### src/rtl/dma_engine.sv
// Command-driven DMA engine between the core's data memory and the CGRA.
// Moves multi-word blocks in either direction and sequences CGRA start/done.
module dma_engine #(
  parameter int ADDR_W = 32,
  parameter int DATA_W = 32,
  parameter int LEN_W  = 8
) (
  input  logic              clk_i,
  input  logic              rst_n_i,
  input  logic              cmd_valid_i,
  input  logic [9:0]        funct_i,
  input  logic [ADDR_W-1:0] src_addr_i,
  input  logic [ADDR_W-1:0] dst_addr_i,
  input  logic [LEN_W-1:0]  len_i,
  output logic              cmd_ready_o,
  output logic              busy_o,
  output logic              done_o,
  output logic              mem_req_o,
  output logic              mem_we_o,
  output logic [ADDR_W-1:0] mem_addr_o,
  output logic [DATA_W-1:0] mem_wdata_o,
  input  logic              mem_gnt_i,
  input  logic [DATA_W-1:0] mem_rdata_i,
  output logic              cgra_re_o,
  output logic              cgra_we_o,
  output logic [ADDR_W-1:0] cgra_addr_o,
  output logic [DATA_W-1:0] cgra_wdata_o,
  input  logic [DATA_W-1:0] cgra_rdata_i,
  output logic              cgra_start_o,
  input  logic              cgra_done_i
);

  typedef enum logic [3:0] {
    IDLE, M_RD, M_CAP, C_WR, C_RD, C_CAP, M_WR, START, RUN, DONE
  } state_t;

  localparam logic [9:0]        FUNCT_STC = 10'd1;
  localparam logic [9:0]        FUNCT_LFC = 10'd2;
  localparam logic [9:0]        FUNCT_SCA = 10'd3;
  localparam logic [ADDR_W-1:0] STEP      = ADDR_W'(DATA_W / 8);

  state_t            state;
  logic [ADDR_W-1:0] src_q;
  logic [ADDR_W-1:0] dst_q;
  logic [LEN_W-1:0]  len_q;
  logic [LEN_W-1:0]  idx;
  logic [LEN_W-1:0]  idx_nxt;
  logic [ADDR_W-1:0] idx_a;
  logic [ADDR_W-1:0] idx_nxt_a;
  logic              last;

  assign idx_nxt   = idx + 1'b1;
  assign idx_a     = ADDR_W'(idx);
  assign idx_nxt_a = ADDR_W'(idx_nxt);
  assign last      = (idx == len_q - 1'b1);

  // Outputs are registered: each transition loads the values the next state
  // presents, so every state sees its request/address/data from its first cycle.
  always_ff @(posedge clk_i or negedge rst_n_i) begin
    if (!rst_n_i) begin
      state        <= IDLE;
      src_q        <= '0;
      dst_q        <= '0;
      len_q        <= '0;
      idx          <= '0;
      cmd_ready_o  <= 1'b1;
      busy_o       <= 1'b0;
      done_o       <= 1'b0;
      mem_req_o    <= 1'b0;
      mem_we_o     <= 1'b0;
      mem_addr_o   <= '0;
      mem_wdata_o  <= '0;
      cgra_re_o    <= 1'b0;
      cgra_we_o    <= 1'b0;
      cgra_addr_o  <= '0;
      cgra_wdata_o <= '0;
      cgra_start_o <= 1'b0;
    end else begin
      cmd_ready_o  <= 1'b0;
      busy_o       <= 1'b1;
      done_o       <= 1'b0;
      mem_req_o    <= 1'b0;
      mem_we_o     <= 1'b0;
      mem_addr_o   <= '0;
      mem_wdata_o  <= '0;
      cgra_re_o    <= 1'b0;
      cgra_we_o    <= 1'b0;
      cgra_addr_o  <= '0;
      cgra_wdata_o <= '0;
      cgra_start_o <= 1'b0;

      case (state)
        IDLE: begin
          if (cmd_valid_i && (funct_i == FUNCT_STC || funct_i == FUNCT_LFC ||
                              funct_i == FUNCT_SCA)) begin
            src_q <= src_addr_i;
            dst_q <= dst_addr_i;
            len_q <= len_i;
            idx   <= '0;
            if (funct_i == FUNCT_SCA) begin
              state        <= START;
              cgra_start_o <= 1'b1;
            end else if (len_i == '0) begin
              state  <= DONE;
              done_o <= 1'b1;
            end else if (funct_i == FUNCT_STC) begin
              state      <= M_RD;
              mem_req_o  <= 1'b1;
              mem_addr_o <= src_addr_i;
            end else begin
              state       <= C_RD;
              cgra_re_o   <= 1'b1;
              cgra_addr_o <= src_addr_i;
            end
          end else begin
            cmd_ready_o <= 1'b1;
            busy_o      <= 1'b0;
          end
        end

        M_RD: begin
          if (mem_gnt_i) begin
            state <= M_CAP;
          end else begin
            mem_req_o  <= 1'b1;
            mem_addr_o <= mem_addr_o;
          end
        end

        M_CAP: begin
          state        <= C_WR;
          cgra_we_o    <= 1'b1;
          cgra_addr_o  <= dst_q + idx_a;
          cgra_wdata_o <= mem_rdata_i;
        end

        C_WR: begin
          if (last) begin
            state  <= DONE;
            done_o <= 1'b1;
          end else begin
            idx        <= idx_nxt;
            state      <= M_RD;
            mem_req_o  <= 1'b1;
            mem_addr_o <= src_q + idx_nxt_a * STEP;
          end
        end

        C_RD: state <= C_CAP;

        C_CAP: begin
          state       <= M_WR;
          mem_req_o   <= 1'b1;
          mem_we_o    <= 1'b1;
          mem_addr_o  <= dst_q + idx_a * STEP;
          mem_wdata_o <= cgra_rdata_i;
        end

        M_WR: begin
          if (!mem_gnt_i) begin
            mem_req_o   <= 1'b1;
            mem_we_o    <= 1'b1;
            mem_addr_o  <= mem_addr_o;
            mem_wdata_o <= mem_wdata_o;
          end else if (last) begin
            state  <= DONE;
            done_o <= 1'b1;
          end else begin
            idx         <= idx_nxt;
            state       <= C_RD;
            cgra_re_o   <= 1'b1;
            cgra_addr_o <= src_q + idx_nxt_a;
          end
        end

        // A done level already present while start is pulsing belongs to the
        // previous run, so RUN is entered unconditionally.
        START: state <= RUN;

        RUN: begin
          if (cgra_done_i) begin
            state  <= DONE;
            done_o <= 1'b1;
          end else begin
            state <= RUN;
          end
        end

        DONE: begin
          state       <= IDLE;
          cmd_ready_o <= 1'b1;
          busy_o      <= 1'b0;
        end

        default: begin
          state       <= IDLE;
          cmd_ready_o <= 1'b1;
          busy_o      <= 1'b0;
        end
      endcase
    end
  end

endmodule

### config.mk
export PLATFORM = sky130hd
export DESIGN_NAME = dma_engine
export DESIGN_NICKNAME = d
export VERILOG_FILES = /design/src/rtl/dma_engine.sv
export SDC_FILE = /design/constraint.sdc
export NUM_CORES = 1
export LEC_CHECK = 0
export CORE_ASPECT_RATIO = 0.6
export CORE_MARGIN = 2
export CORE_UTILIZATION = 33
export DETAILED_ROUTE_END_ITERATION = 8
export SYNTH_ARGS = -nofsm -noshare
export SYNTH_HDL_FRONTEND = slang
export SYNTH_SLANG_ARGS = --single-unit
### constraint.sdc
create_clock -name clk_i -period 6.7 [get_ports clk_i]
set_clock_uncertainty 0.1 [all_clocks]
set_input_delay 0.67 -clock clk_i [delete_from_list [all_inputs] [get_ports clk_i]]
set_output_delay 0.67 -clock clk_i [all_outputs]
set_load 0.1 [all_outputs]
==> tab_implementation.tex <==
\begin{tabular}{lr}
\hline
Metric & Value \\
\hline
\multicolumn{2}{l}{\textbf{Worst setup path}} \\
Arrival @ worst endpoint & 4310 ps \\
Worst-path fanout max & 72 \\
Source of the worst register-to-register timing path & idx[1] \\
Ordered list of cells on the worst path & clkdlybuf4s50\_1 > nor4\_1 > o2111ai\_1 > or2\_4 > nor2\_2 > buf\_4 > a22oi\_1 > o311a\_1 > o21ai\_1 \\
Maximum single-stage delay on the critical path & 710 ps \\
Crit Path Class & input port to flip-flop \\
Worst Path Required & 7070 ps \\
CP startpoint kind & input port \\
Worst Path Buf+Inv & 2 \\
Dominant delay contributor by cell family on the critical path & simple AND/OR/NAND/NOR gates \\
Flop-to-flop setup slack & 2880 ps \\
Depth of the worst register-to-register path & 11 \\
Critical Path End Type & flip-flop \\
Destination of the worst register-to-register timing path & mem\_addr\_o[28] \\
Standard cell with the maximum stage delay on the critical path & sky130\_fd\_sc\_hd\_\_nor4\_1 \\
Critical Path Stages & 9 \\
\multicolumn{2}{l}{\textbf{Routing}} \\
First-pass detailed-route iteration total & 8 \\
Initial detailed-routing violation count & 1519 \\
Via count & 11.3k \\
Drc violations & 0 \\
Wire length after detailed routing & 45300 µm \\
Vias/cell & 5.52 \\
Post-route ant nets & 0 \\
Avg WL per Cell & 22.1 µm \\
\multicolumn{2}{l}{\textbf{STA}} \\
Final worst-path cycle share & 0.588 \\
Unrepaired setup endpoints after global routing & false \\
Number of setup violations in the final report & 0 \\
Maximum achievable frequency & 254 MHz \\
Tightest slew margin relative to the limit & 0.235 \\
Clock period minus worst slack & 3940 ps \\
Measured slew at the worst slew-check pin & 1140 ps \\
Min Hold Slack & 90.7 ps \\
Number of hold violations in the final report & 0 \\
Setup TNS Final & 0 ps \\
Count of pins over their slew limit & 0 \\
\multicolumn{2}{l}{\textbf{Global routing}} \\
Number of global-route vias before repair & 11.1k \\
Sum of overflow across all layers after global routing & 0 \\
Gr busiest metal & met2 \\
Met3 Use GR & 0.0683 \\
Met2 Use GR & 0.343 \\
Antenna violations before repair & 0 \\
First-pass GRT wire length & 69400 µm \\
Maximum number of pins on one net before global-route repair & 126 \\
M1 GR Usage & 0.341 \\
Overall global routing resource usage & 0.233 \\
\multicolumn{2}{l}{\textbf{CTS}} \\
Clock Sinks & 220 \\
CTS Buffer Depth & 3 \\
Worst skew pair latency & 550 ps \\
Total of hold buffers inserted after clock tree synthesis & 0 \\
CTS Buf Count & 25 \\
Clock-pin transition on the worst setup and hold timing paths & 70 ps \\
Gates resized, CTS repair & 0 \\
H-tree levels & 1 \\
CTS tree & done \\
Buffer count from post-CTS setup fixing & 0 \\
CTS root buf & sky130\_fd\_sc\_hd\_\_clkbuf\_16 \\
\multicolumn{2}{l}{\textbf{Logic synthesis}} \\
Average footprint of a synthesized cell & 9.26 µm² \\
Share of the yosys chip area belonging to registers & 0.455 \\
Main area contributors after synthesis & sky130\_fd\_sc\_hd\_\_dfrtp\_1 45\%, sky130\_fd\_sc\_hd\_\_nand2\_1 8.1\%, sky130\_fd\_sc\_hd\_\_xnor2\_1 4.6\% \\
Register bit total from synthesis & 220 \\
Post-Syn Area & 0.0121 mm² \\
Most instantiated library cell after synthesis & sky130\_fd\_sc\_hd\_\_nand2\_1 \\
Number of distinct library cells after synthesis & 66 \\
Share of the synthesized area in the top cell type & 0.453 \\
Dominant synthesized flop cell & sky130\_fd\_sc\_hd\_\_dfrtp\_1 \\
Number of warnings issued by yosys & 0 \\
Post-synth ARST share & 1.00 \\
Largest area contributor in the synthesized netlist & sky130\_fd\_sc\_hd\_\_dfrtp\_1 \\
Post-synthesis cell count & 1306 \\
Number of flops mapped to enable cells by yosys & 0 \\
List of most frequent post-synthesis cells & 262 x sky130\_fd\_sc\_hd\_\_nand2\_1, 219 x sky130\_fd\_sc\_hd\_\_dfrtp\_1, 69 x sky130\_fd\_sc\_hd\_\_clkbuf\_1, 69 x sky130\_fd\_sc\_hd\_\_nor2\_1, 63 x sky130\_fd\_sc\_hd\_\_xnor2\_1 \\
Synth Net Count & 1499 \\
\multicolumn{2}{l}{\textbf{Layout}} \\
Non-filler cells, final & 2047 \\
Area growth, synth to finish & 34.0\% \\
Final design instance area without fill & 0.0162 mm² \\
Seq. cell area & 0.00551 mm² \\
Number of nets in the finished design & 1744 \\
Final-layout fill cell count & 3415 \\
Combined area of the multi-input logic cells & 0.00619 mm² \\
Fraction of layout instances using a drive strength above 1 & 0.0599 \\
\multicolumn{2}{l}{\textbf{Power}} \\
Cell leakage power & 7.11 nW \\
Pwr Total & 0.00500 W \\
Peak ir drop on the vdd network & 0.169 mV \\
Power density over the cells & 308 mW/mm² \\
\multicolumn{2}{l}{\textbf{Outcome}} \\
Run status & complete, no violations \\
\multicolumn{2}{l}{\textbf{Min path}} \\
Path type of the worst min-delay path & input port to async pin \\
\multicolumn{2}{l}{\textbf{Run}} \\
Max cap viols & 0 \\
\multicolumn{2}{l}{\textbf{Floorplan}} \\
Die Y & 152 µm \\
Initial core utilization & 0.334 \\
Number of cell rows & 54 \\
Area inside the core boundary & 0.0362 mm² \\
Top-Level Pins & 287 \\
Die ar. & 0.0383 mm² \\
Width of the die & 251 µm \\
\multicolumn{2}{l}{\textbf{Place}} \\
Final RePlAce weighted congestion & 0.921 \\
Cell Area, Placed & 0.0154 mm² \\
Dpl cells & 2000 \\
Number of port buffers & 286 \\
HPWL reported at the end of detailed placement & 31800 µm \\
\hline
\end{tabular}
==> cell usage in the layout (no fill, tap or decap), types with 18 or more instances in the layout <==
cell type / n
sky130_fd_sc_hd__a21oi_1: 38
sky130_fd_sc_hd__a22o_1: 35
sky130_fd_sc_hd__a22oi_1: 29
sky130_fd_sc_hd__and2_1: 35
sky130_fd_sc_hd__buf_4: 18
sky130_fd_sc_hd__clkbuf_16: 25
sky130_fd_sc_hd__clkdlybuf4s50_1: 284
sky130_fd_sc_hd__dfrtp_1: 219
sky130_fd_sc_hd__ha_1: 38
sky130_fd_sc_hd__inv_1: 21
sky130_fd_sc_hd__nand2_1: 262
sky130_fd_sc_hd__nand2b_1: 19
sky130_fd_sc_hd__nand3_1: 33
sky130_fd_sc_hd__nand4_1: 23
sky130_fd_sc_hd__nor2_1: 67
sky130_fd_sc_hd__nor3_1: 19
sky130_fd_sc_hd__o21ai_0: 44
sky130_fd_sc_hd__o21ai_1: 28
sky130_fd_sc_hd__xnor2_1: 63
sky130_fd_sc_hd__xor2_1: 48
==> flip-flops by register name, summed over array words and instances (netlist names), 4 cells and up <==
signal and count:
cgra_addr_o 32, cgra_wdata_o 32, dst_q 32, mem_addr_o 32
mem_wdata_o 32, src_q 32, idx 8, len_q 8
state 4
==> stage by stage <==
step           setup slack [ps]   util
2_1_floorplan              3770      -
3_3_place_gp               2550  0.424
3_5_place_dp               2360  0.424
4_1_cts                    2900  0.447
5_1_grt                    2600  0.447
6_report                   2760  0.447
==> kinds of logic (layout without fill, tap and decap cells) <==
kind of cell | Yosys count | after routing | synth area share
and+or+nand+nor | 530 | 530 | 0.204
AOI/OAI and AO/OA | 296 | 296 | 0.178
DFF | 220 | 220 | 0.455
xor gates and xnor gates | 111 | 111 | 0.0804
buffers and inverters | 106 | 370 | 0.0357
adders and majority gates | 42 | 42 | 0.0459
muxes | 1 | 1 | 0.000931
other | 0 | 1 | 0
==> per-layer routing <==
metal | wire length (µm) | part of all wire
met5 | 0 | 0
met1 | 20500 | 0.45
met3 | 5010 | 0.11
met2 | 18900 | 0.42
met4 | 840 | 0.019
==> cell type report <==
| class | count | share of cell area |
|---|---|---|
| inverters | 21 | 0.00486 |
| flip-flops and latches | 220 | 0.340 |
| diodes | 1 | 0.000154 |
| clock inverters | 18 | 0.0110 |
| well taps | 476 | 0.0368 |
| repair buffers | 303 | 0.185 |
| multi-input cells | 980 | 0.382 |
| clock buffers | 28 | 0.0405 |
==> power by group <==
group / total (W) / switching [W] / internal (W)
sequential: 0.00162 / 0.000156 / 0.00147
combinational: 0.00195 / 0.00139 / 0.000567
clock: 0.00142 / 0.000624 / 0.000794
total: 0.00500 / 0.00217 / 0.00283
==> worst register-to-register path: stages (launching register included) <==
cell                       delay (ps)
sky130_fd_sc_hd__dfrtp_1          570
sky130_fd_sc_hd__ha_1             280
sky130_fd_sc_hd__nand3_1          150
sky130_fd_sc_hd__xnor2_1          450
sky130_fd_sc_hd__ha_1             270
sky130_fd_sc_hd__o211ai_1         120
sky130_fd_sc_hd__a21oi_1          240
sky130_fd_sc_hd__nor2b_1          110
sky130_fd_sc_hd__o21ai_0          780
sky130_fd_sc_hd__nand3_1          190
sky130_fd_sc_hd__xor2_1           330
sky130_fd_sc_hd__o211ai_2         110
==> how the worst max path moves through the flow <==
stage	start	end	slack, ps
after detailed placement	funct_i[3]	mem_addr_o[19]	2360
after CTS	funct_i[3]	mem_addr_o[19]	2900
final	funct_i[3]	mem_addr_o[19]	2760
after global routing	funct_i[7]	mem_addr_o[19]	2600
after floorplan	idx[1]	cgra_addr_o[18]	3770
after global placement	funct_i[3]	mem_addr_o[21]	2550
(Power assumes the default switching activity.)
